`src/rtl/multicycle_control_unit.sv`:
```
// -----------------------------------------------------------------------------
// multicycle_control_unit
//
// Sequential controller for the multicycle RISC-V datapath. A Moore main FSM
// sequences each instruction through Fetch/Decode/Execute/Writeback steps. A
// combinational ALU decoder and an immediate-format decoder complete the unit.
// Supported instructions: lw, sw, R-type, I-type ALU, beq, jal.
//
// Ports
//   clk        : system clock, all state updates on the rising edge
//   reset      : synchronous, active-high reset (state -> Fetch)
//   op         : instruction[6:0]
//   funct3     : instruction[14:12]
//   funct7b5   : instruction[30]
//   zero       : ALU result == 0 in the current cycle
//   PCWrite    : PC register enable
//   AdrSrc     : memory address select (0 = PC, 1 = ALUOut)
//   MemWrite   : data memory write enable
//   IRWrite    : instruction register / OldPC enable
//   ResultSrc  : result mux (00 ALUOut, 01 Data, 10 ALU result)
//   ALUSrcA    : srcA mux (00 PC, 01 OldPC, 10 rs1)
//   ALUSrcB    : srcB mux (00 rs2, 01 ImmExt, 10 constant 4)
//   RegWrite   : register file write enable
//   ImmSrc     : immediate format (00 I, 01 S, 10 B, 11 J)
//   ALUControl : ALU operation (000 add, 001 sub, 010 and, 011 or,
//                100 xor, 101 slt)
//   state      : current FSM state encoding (0..10), for debug
// -----------------------------------------------------------------------------
module multicycle_control_unit (
  input  logic       clk,
  input  logic       reset,
  input  logic [6:0] op,
  input  logic [2:0] funct3,
  input  logic       funct7b5,
  input  logic       zero,
  output logic       PCWrite,
  output logic       AdrSrc,
  output logic       MemWrite,
  output logic       IRWrite,
  output logic [1:0] ResultSrc,
  output logic [1:0] ALUSrcA,
  output logic [1:0] ALUSrcB,
  output logic       RegWrite,
  output logic [1:0] ImmSrc,
  output logic [2:0] ALUControl,
  output logic [3:0] state
);

  // Opcodes of the supported instruction classes.
  localparam logic [6:0] OpLoad   = 7'b0000011;
  localparam logic [6:0] OpStore  = 7'b0100011;
  localparam logic [6:0] OpRType  = 7'b0110011;
  localparam logic [6:0] OpIType  = 7'b0010011;
  localparam logic [6:0] OpJal    = 7'b1101111;
  localparam logic [6:0] OpBranch = 7'b1100011;

  // ALU operation codes.
  localparam logic [2:0] AluAdd = 3'b000;
  localparam logic [2:0] AluSub = 3'b001;
  localparam logic [2:0] AluAnd = 3'b010;
  localparam logic [2:0] AluOr  = 3'b011;
  localparam logic [2:0] AluXor = 3'b100;
  localparam logic [2:0] AluSlt = 3'b101;

  typedef enum logic [3:0] {
    S0Fetch    = 4'd0,
    S1Decode   = 4'd1,
    S2MemAdr   = 4'd2,
    S3MemRead  = 4'd3,
    S4MemWB    = 4'd4,
    S5MemWrite = 4'd5,
    S6ExecuteR = 4'd6,
    S7AluWB    = 4'd7,
    S8ExecuteI = 4'd8,
    S9Jal      = 4'd9,
    S10Beq     = 4'd10
  } stateT;

  stateT stateReg;
  stateT nextState;
  stateT decodeState;

  // Internal control signals produced by the state decode.
  logic       pcUpdate;
  logic       branch;
  logic [1:0] aluOp;
  logic       irWriteRaw;
  logic       memWriteRaw;
  logic       regWriteRaw;

  // ---------------------------------------------------------------------------
  // State register
  // ---------------------------------------------------------------------------
  // NOTE: sequential state uses non-blocking assignment so every flop samples
  // its inputs before any of them update at the clock edge.
  always_ff @(posedge clk) begin
    if (reset) stateReg <= S0Fetch;
    else       stateReg <= nextState;
  end

  assign state = stateReg;

  // ---------------------------------------------------------------------------
  // Next-state logic
  // ---------------------------------------------------------------------------
  always_comb begin
    nextState = S0Fetch;
    unique case (stateReg)
      S0Fetch:    nextState = S1Decode;
      S1Decode: begin
        unique case (op)
          OpLoad, OpStore: nextState = S2MemAdr;
          OpRType:         nextState = S6ExecuteR;
          OpIType:         nextState = S8ExecuteI;
          OpJal:           nextState = S9Jal;
          OpBranch:        nextState = S10Beq;
          default:         nextState = S0Fetch;   // illegal: back to fetch
        endcase
      end
      S2MemAdr:   nextState = (op == OpLoad) ? S3MemRead : S5MemWrite;
      S3MemRead:  nextState = S4MemWB;
      S4MemWB:    nextState = S0Fetch;
      S5MemWrite: nextState = S0Fetch;
      S6ExecuteR: nextState = S7AluWB;
      S7AluWB:    nextState = S0Fetch;
      S8ExecuteI: nextState = S7AluWB;
      S9Jal:      nextState = S7AluWB;
      S10Beq:     nextState = S0Fetch;
      default:    nextState = S0Fetch;
    endcase
  end

  // ---------------------------------------------------------------------------
  // Moore output decode
  // ---------------------------------------------------------------------------
  // While reset is high the outputs show the Fetch decode regardless of the
  // register contents, so a reset asserted mid-instruction never leaks the
  // old state's selects; the write enables are additionally masked below.
  assign decodeState = reset ? S0Fetch : stateReg;

  always_comb begin
    // NOTE: every output of this block gets a default first so no path leaves
    // a signal unassigned, which would otherwise infer a latch.
    pcUpdate    = 1'b0;
    branch      = 1'b0;
    aluOp       = 2'b00;
    irWriteRaw  = 1'b0;
    memWriteRaw = 1'b0;
    regWriteRaw = 1'b0;
    AdrSrc      = 1'b0;
    ResultSrc   = 2'b00;
    ALUSrcA     = 2'b00;
    ALUSrcB     = 2'b00;
    unique case (decodeState)
      S0Fetch: begin
        irWriteRaw = 1'b1;
        ALUSrcB    = 2'b10;
        ResultSrc  = 2'b10;
        pcUpdate   = 1'b1;
      end
      S1Decode: begin
        ALUSrcA = 2'b01;
        ALUSrcB = 2'b01;
      end
      S2MemAdr: begin
        ALUSrcA = 2'b10;
        ALUSrcB = 2'b01;
      end
      S3MemRead: begin
        AdrSrc = 1'b1;
      end
      S4MemWB: begin
        ResultSrc   = 2'b01;
        regWriteRaw = 1'b1;
      end
      S5MemWrite: begin
        AdrSrc      = 1'b1;
        memWriteRaw = 1'b1;
      end
      S6ExecuteR: begin
        ALUSrcA = 2'b10;
        aluOp   = 2'b10;
      end
      S7AluWB: begin
        regWriteRaw = 1'b1;
      end
      S8ExecuteI: begin
        ALUSrcA = 2'b10;
        ALUSrcB = 2'b01;
        aluOp   = 2'b10;
      end
      S9Jal: begin
        ALUSrcA  = 2'b01;
        ALUSrcB  = 2'b10;
        pcUpdate = 1'b1;
      end
      S10Beq: begin
        ALUSrcA = 2'b10;
        aluOp   = 2'b01;
        branch  = 1'b1;
      end
      default: ;
    endcase
  end

  // Branch taken only when the ALU subtraction in BEQ produces zero.
  assign PCWrite  = ~reset & (pcUpdate | (branch & zero));
  assign IRWrite  = ~reset & irWriteRaw;
  assign MemWrite = ~reset & memWriteRaw;
  assign RegWrite = ~reset & regWriteRaw;

  // ---------------------------------------------------------------------------
  // Immediate format decode (depends on op only, valid in every state)
  // ---------------------------------------------------------------------------
  always_comb begin
    ImmSrc = 2'b00;
    unique case (op)
      OpStore:  ImmSrc = 2'b01;
      OpBranch: ImmSrc = 2'b10;
      OpJal:    ImmSrc = 2'b11;
      default:  ImmSrc = 2'b00;
    endcase
  end

  // ---------------------------------------------------------------------------
  // ALU decoder
  // ---------------------------------------------------------------------------
  // funct3 000 is sub only for R-type with funct7[5] set; op[5] separates
  // R-type (0110011) from I-type (0010011), where bit 30 is immediate data.
  logic rTypeSub;
  assign rTypeSub = op[5] & funct7b5;

  always_comb begin
    ALUControl = AluAdd;
    unique case (aluOp)
      2'b00: ALUControl = AluAdd;
      2'b01: ALUControl = AluSub;
      2'b10: begin
        unique case (funct3)
          3'b000:  ALUControl = rTypeSub ? AluSub : AluAdd;
          3'b010:  ALUControl = AluSlt;
          3'b100:  ALUControl = AluXor;
          3'b110:  ALUControl = AluOr;
          3'b111:  ALUControl = AluAnd;
          default: ALUControl = AluAdd;
        endcase
      end
      default: ALUControl = AluAdd;
    endcase
  end

endmodule

```
`config.mk`:
```
export PLATFORM = sky130hd
export DESIGN_NAME = multicycle_control_unit
export DESIGN_NICKNAME = d
export VERILOG_FILES = /design/src/rtl/multicycle_control_unit.sv
export SDC_FILE = /design/constraint.sdc
export NUM_CORES = 1
export LEC_CHECK = 0
export ABC_AREA = 1
export CAP_MARGIN = 20
export CORE_MARGIN = 2
export CORE_UTILIZATION = 33
export DETAILED_ROUTE_END_ITERATION = 7
export HOLD_SLACK_MARGIN = 0.06
export PLACE_DENSITY = 0.74
export SLEW_MARGIN = 30
export SYNTH_ARGS = -nofsm -noshare
export SYNTH_HDL_FRONTEND = slang
export SYNTH_SLANG_ARGS = --single-unit
```
`constraint.sdc`:
```
create_clock -name clk -period 1.6 [get_ports clk]
set_input_delay 0.32 -clock clk [delete_from_list [all_inputs] [get_ports clk]]
set_output_delay 0.32 -clock clk [all_outputs]
set_load 0.05 [all_outputs]
```
==> results of run 1 <==
stage by stage:
stage                      util  TNS, ns  setup slack (ns)  instances
after detailed placement  0.871    -6.98            -0.854        208
after floorplan               -    -1.50            -0.471        116
after global placement    0.871    -5.27            -0.655        208
cells in the mapped netlist (all sizes together):
| master | number | share of area |
|---|---|---|
| nand2 | 32 | 0.21 |
| nor2 | 30 | 0.22 |
| inv | 21 | 0.13 |
| nand3 | 10 | 0.085 |
| o21ai | 6 | 0.064 |
| a21oi | 4 | 0.034 |
| dfxtp | 4 | 0.14 |
| ha | 2 | 0.043 |
| nor3 | 2 | 0.017 |
| nor3b | 2 | 0.026 |
| a31oi | 1 | 0.011 |
| buf | 1 | 0.0085 |
| o22ai | 1 | 0.011 |
cell families after synthesis:
kind of cell,synth area share
simple gates,0.559
compound gates,0.119
buf+inv,0.143
flops,0.136
fa+ha+maj,0.0426
==> metrics.cfg, run 1 <==
[place]
place_hpwl_um = 2420
dpl_cell_area_um2 = 1490
portBuffers = 33
gp_congestion = 0.835

[clock_network]
clock_sinks = 4
cts_setup_buffers = 37
h-tree-depth = 1
ctsResizeCount = 80
cts-root-buf = clkbuf_4
cts_hold_buf = 0
clockBufferDepth = 2
cts_buffers = 3

[synth]
ys_types = 18
syn_nets = 132
synth_seq_cells = 4
ys_warn_count = 0
syn_avg_cell_area_um2 = 5.06
ys_seq_area_frac = 0.136
syn_inst = 116
synthesis.area_um2 = 587

[floorplanning]
die_w_um = 46.2
rows = 15
die-height_um = 46.2
top_level_ports = 34
start_util = 0.344

[run_status]
status = stopped before the end
firstError = [ERROR DPL-0038] Utilization greater than 100%, impossible to legalize
stop_stage = clock tree synthesis (4_1_cts)

==> run 2: changes to the inputs <==
- CORE_AREA: unset -> 2 2 63 65
- CORE_MARGIN: 2 -> unset
- CORE_UTILIZATION: 33 -> unset
- DIE_AREA: unset -> 0 0 65 67
- HOLD_SLACK_MARGIN: 0.06 -> unset
- PLACE_DENSITY: 0.74 -> unset
- PLACE_DENSITY_LB_ADDON: unset -> 0.15
- clock period: 1.6 -> 2.1 ns (I/O delays scaled with it)
==> run 2 against run 1 <==
The flow now finishes, with violations (setup timing). Synthesized cell count stayed put. Synthesized area unchanged.
==> metrics.cfg, run 2 <==
[run_status]
status = finished with violations
violations = setup timing

[setup_path]
reg2reg_slack_ns = 0.82
rr_worst_depth = 7
end_kind = output pin
crit_arrival_ns = 1.75
crit_family = simple AND/OR/NAND/NOR gates
r2r_start = state[1]
required_ns = 1.68
path_cells = inv_4, nand2_4, nor2_4, nand2_1, o21ai_2, ha_2, inv_2, nor2_4, o21ai_2, nor3b_4, buf_12
cp-start-kind = register
slowest_delay_ns = 0.34
r2r_end = state[3]
cp_num_buf_inv = 3
cp_slowest_cell = dfxtp_4
path_class = register to output pin
path_max_fanout = 3

[clock_network]
cts_hold_buf = 0
cts-root-buf = clkbuf_8
cts_tree = yes
cts_buffers = 3
cts.reportedPaths.clkPinSlew_ns = 0.03
clock_sinks = 4
clockBufferDepth = 2
clock_latency_ns = 0.21
h-tree-depth = 1

[floorplanning]
die-height_um = 67
die_w_um = 65
start_util = 0.163
die-area_um2 = 4360
core-area_um2 = 3610
rows = 22
top_level_ports = 34

[synth]
synth_seq_cells = 4
synth_edf_count = 0
yosysTopAreaCell = nand2_1
yosys-top-cells-count = nand2_1 (31), nor2_1 (25), inv_1 (17), nand3_1 (10)
synth_top_family_by_area = simple AND/OR/NAND/NOR gates
synth-xor-area-share = 0
synthFlopType = dfxtp_1
yosys.area.top_type_share = 0.198
synthMuxAreaShare = 0
synth.most_common_cell = nand2_1
syn_inst = 116
ys_seq_area_frac = 0.136
yosys.area_share.simple = 0.559
ys_warn_count = 0
synth_fa_ha_area_frac = 0.0426
synthesis.area_um2 = 587
syn_avg_cell_area_um2 = 5.06
syn_nets = 132
synth_compound_area_frac = 0.119
synth.area.top_cells = nand2_1 (20%), nor2_1 (16%), dfxtp_1 (14%), inv_1 (11%), nand3_1 (8.5%)
ys_types = 18
async_flop_share = 0

[power_and_ir_drop]
power.net_switching_mw = 0.125
intPower_mw = 0.277
vdd_ir_drop_max_mv = 0.139
power_mw = 0.402
p_clk_frac = 0.393
powerDensity_nw_per_um2 = 276
swShare = 0.311
seq_power_share = 0.193
comb_power_share = 0.414
p_leak_nw = 0.651

[timing]
finClkSkew_ns = 0.00145
max_freq_mhz = 462
drv_slew = 0
finalCriticalPeriod_ns = 2.17
finalSetupViolations = 2
timing_hold_violations_final = 0
min_period_over_period = 1.03
setup_ws_ns = -0.0666
slew_headroom = 0.664
worst_pin_slew_ns = 0.502
rsz0062_at_grt = true

[routing]
dr_wl_met3_um = 108
post-route-drc-count = 0
num_vias = 914
routed_via_density = 4.12
drt_iter0_drc = 20
top_layer = met4
wl_met2_um = 986
wire_per_inst_um = 9.40
first_pass_iters = 4
route.final.wire_length_um = 2090
ant_nets = 0
met1_length_um = 955

[grt]
antenna_found_initial = 0
grt_pass1_wl_um = 3760
grt_overflow = 0
grt_use_total = 0.109
grt_max_degree = 7
grt_pass1_vias = 902

[place]
gp_congestion = 0.813
place_hpwl_um = 1790
dpl_cell_area_um2 = 1300
placed_cells = 213
portBuffers = 33

[min_path]
holdPathStages = 3
hold_end = state[2]
min-delay-start = reset
min-delay-path-class = input pin to register

[finish]
largest_register_ffs = 4
stdcell_count = 222
fin_nets = 192
design_area_um2 = 1450
final_common_cell = nand2_1
finish.utilization = 0.403
syn_to_final_growth_pct = 148
final_cell_mix = nand2_1 (28), buf_4 (24), nor2_1 (19)
diodes = 0
drive_above_1_share = 0.448

[run]
cap_violations = 0

run 2: tightest hold or removal path, cell delays in order:
cell and delay (ns):
clkdlybuf4s15_2 0.26, buf_4 0.14, a21oi_1 0.03
run 2: logic make-up after synthesis:
| logic type | after synthesis |
|---|---|
| DFF | 4 |
| buffers and inverters | 22 |
| AOI/OAI and AO/OA | 12 |
| adders and majority gates | 2 |
| and+or+nand+nor | 76 |
run 2: how the worst max path moves through the flow:
stage              from             to  slack (ns)  cells after the start
2_1_floorplan  state[1]  ALUControl[2]       -0.07                      9
3_3_place_gp      reset  ALUControl[0]       -0.37                     11
3_5_place_dp      reset  ALUControl[0]       -0.42                     11
4_1_cts        state[1]  ALUControl[2]       -0.10                     10
5_1_grt        state[1]  ALUControl[2]       -0.15                     10
6_report       state[2]  ALUControl[2]       -0.07                     11
run 2: per-layer routing:
metal  vias up  GRT usage
met3         4     0.0169
met4         0     0.0479
met5         -          0
li1        481          -
met1       403      0.134
met2        26      0.188
run 2: power by group through the flow:
| stage | logic, mW | clock network (mW) | registers, mW |
|---|---|---|---|
| 3_3_place_gp | 0.163 | 0 | 0.0778 |
| 6_report | 0.166 | 0.158 | 0.0775 |
| 3_5_place_dp | 0.164 | 0 | 0.0780 |
| 2_1_floorplan | 0.0650 | 0 | 0.0853 |
| 5_1_grt | 0.178 | 0.169 | 0.0778 |
| 4_1_cts | 0.166 | 0.162 | 0.0774 |
run 2: metrics by stage:
stage | TNS, ns | hold WS, ns | worst slack, ns
2_1_floorplan | -0.0980 | 0.559 | -0.0707
3_3_place_gp | -1.60 | 0.681 | -0.368
3_5_place_dp | -1.70 | 0.687 | -0.416
4_1_cts | -0.182 | 0.643 | -0.105
5_1_grt | -0.354 | 0.697 | -0.155
6_report | -0.0916 | 0.675 | -0.0666
run 2: layout make-up:
type / count / area [µm²]
Inverter: 21 / 83.8
Sequential cell: 4 / 95.1
Clock buffer: 3 / 41.3
Fill cell: 392 / 2150
Tap cell: 48 / 60.1
Multi-Input combinational cell: 90 / 520
Timing Repair Buffer: 56 / 652
run 2: timing repair:
| item | 4_1_cts | 5_1_grt |
|---|---|---|
| endpoints found under the hold margin | 0 | 0 |
| pin swaps | 7 | 6 |
| gates resized for setup | 16 | 5 |
| buffers inserted | 5 | 1 |
| setup endpoints to repair | 11 | 5 |
Note: power is estimated with default switching activity, not from simulation.
==> run 3: changes to the inputs <==
- SLEW_MARGIN: 30 -> unset
==> results of run 3 <==
Final layout, timing and power as in run 2 (identical DEF).
==> run 4: changes to the inputs <==
- TNS_END_PERCENT: unset -> 50
==> run 4 against run 3 <==
The flow still finishes with violations (setup timing). Non-clock buffer count up 3. Fmax down 0.27%. Global-route usage up 0.15 points. Critical path depth down 1. Critical endpoint unchanged. Critical path type unchanged. Count of clock-buffer cells in the layout unchanged. Total power about the same. Die area unchanged. Worst hold slack worse by 0.11 ns. Sequential share of layout area down 0.15 points. Highest routed layer unchanged. Via count down 0.88%. Routed wire length down 0.38%. Clock power about the same.
==> metrics.cfg, run 4 (synthesis gave the netlist of run 2 again) <==
[place]
gp_congestion = 0.753
portBuffers = 33
place_hpwl_um = 1770
dpl_cell_area_um2 = 1310

[finish]
finish.utilization = 0.413
nFillCells = 379
seq_area_um2 = 95.1
fin_nets = 195
final_cell_mix = nand2_1 (26), buf_4 (26), nor2_1 (18)
diodes = 0
drive_above_1_share = 0.480
syn_to_final_growth_pct = 154
design_area_um2 = 1490
largest_register_ffs = 4
multi_input_area_um2 = 532

[routing]
wire_per_inst_um = 9.24
first_pass_iters = 4
ant_nets = 0
num_vias = 906
drt_iter0_drc = 20
route.final.wire_length_um = 2080
post-route-drc-count = 0
routed_via_density = 4.03

[setup_path]
cp-start-kind = register
r2r_start = state[1]
r2r_end = state[3]
crit_arrival_ns = 1.75
path_cells = inv_4, nor2_4, nand2_2, o21ai_2, ha_2, inv_2, nor2_4, o21ai_2, nor3b_4, buf_12
path_class = register to output pin
slowest_delay_ns = 0.37
reg2reg_slack_ns = 0.80
end_kind = output pin
cp_slowest_cell = dfxtp_4
path_max_fanout = 6
required_ns = 1.68
rr_worst_depth = 7

[clock_network]
clockBufferDepth = 2
h-tree-depth = 1
clock_sinks = 4
cts_tree = yes
cts-root-buf = clkbuf_8
cts_hold_buf = 0
cts_buffers = 3
cts.reportedPaths.clkPinSlew_ns = 0.03
clock_latency_ns = 0.21

[run_status]
violations = setup timing
status = finished with violations

[power_and_ir_drop]
vdd_ir_drop_max_mv = 0.146
powerDensity_nw_per_um2 = 270
p_leak_nw = 0.666

[timing]
min_period_over_period = 1.03
finalSetupViolations = 1
finalCriticalPeriod_ns = 2.17
drv_slew = 0
timing_hold_violations_final = 0
finClkSkew_ns = 0.0000539
rsz0062_at_grt = true
max_freq_mhz = 460
slew_headroom = 0.663
worst_pin_slew_ns = 0.503
setup_ws_ns = -0.0726

[run]
cap_violations = 0

[floorplanning]
top_level_ports = 34
die_w_um = 65
core-area_um2 = 3610
die-area_um2 = 4360
die-height_um = 67
rows = 22
start_util = 0.163

[min_path]
holdPathStages = 3
min-delay-path-class = input pin to register
hold_end = state[2]
min-delay-start = reset

[grt]
grt_max_degree = 7
antenna_found_initial = 0
grt_pass1_wl_um = 3810
grt_pass1_vias = 939
grt_overflow = 0
grt_use_total = 0.111

run 4: cell count changes in the layout (fill, tap and decap cells not counted), moves of 2 or more:
cell	change
buf_4	+2
nand2_1	-2
nand2_2	+2
nor2_4	+2
run 4: what timing repair did:
item,CTS,global route
setup endpoints to repair,11,5
resized for setup,20,12
setup buffers,4,5
pin swaps,6,6
run 4: layer usage:
metal | wire length, µm | GRT usage | up-vias
met1 | 881 | 0.128 | 392
met2 | 1040 | 0.196 | 25
li1 | - | - | 487
met4 | 25 | 0.0559 | 0
met3 | 128 | 0.0186 | 2
met5 | 0 | 0 | -
run 4: worst max-delay path by stage:
stage          depth (start not counted)             to  startpoint
6_report                              10  ALUControl[2]    state[1]
5_1_grt                               11  ALUControl[2]    state[2]
4_1_cts                               10  ALUControl[2]    state[1]
3_5_place_dp                          10  ALUControl[2]       reset
3_3_place_gp                          11  ALUControl[0]       reset
2_1_floorplan                          9  ALUControl[2]    state[1]
run 4: through the flow:
stage / hold slack [ns] / setup WS, ns / power, mW / cells / setup TNS, ns
3_3_place_gp: 0.678 / -0.366 / 0.241 / 214 / -1.58
6_report: 0.566 / -0.0726 / 0.402 / 225 / -0.0726
3_5_place_dp: 0.692 / -0.415 / 0.242 / 214 / -1.72
2_1_floorplan: 0.559 / -0.0707 / 0.150 / 116 / -0.158
4_1_cts: 0.636 / -0.128 / 0.406 / 220 / -0.180
5_1_grt: 0.597 / -0.138 / 0.429 / 225 / -0.252
run 4: area by class of cell:
cell class              count  area share
repair buffers             59       0.454
multi-input cells          90       0.357
flip-flops and latches      4      0.0639
inverters                  21      0.0563
well taps                  48      0.0404
clock buffers               3      0.0278
run 4: critical path, delay by kind of cell, from the launching register on:
kind                     cells  cell delay [ns]
flip-flops                   1             0.37
adder cells (fa/ha/maj)      1             0.20
AO/OA/AOI/OAI                2             0.23
buffers and inverters        3             0.25
AND/OR/NAND/NOR              4             0.48
run 4: power by group:
part,internal (mW),total (mW),switching [mW]
combinational,0.0801,0.167,0.0871
clock,0.122,0.157,0.0353
sequential,0.0746,0.0776,0.00299
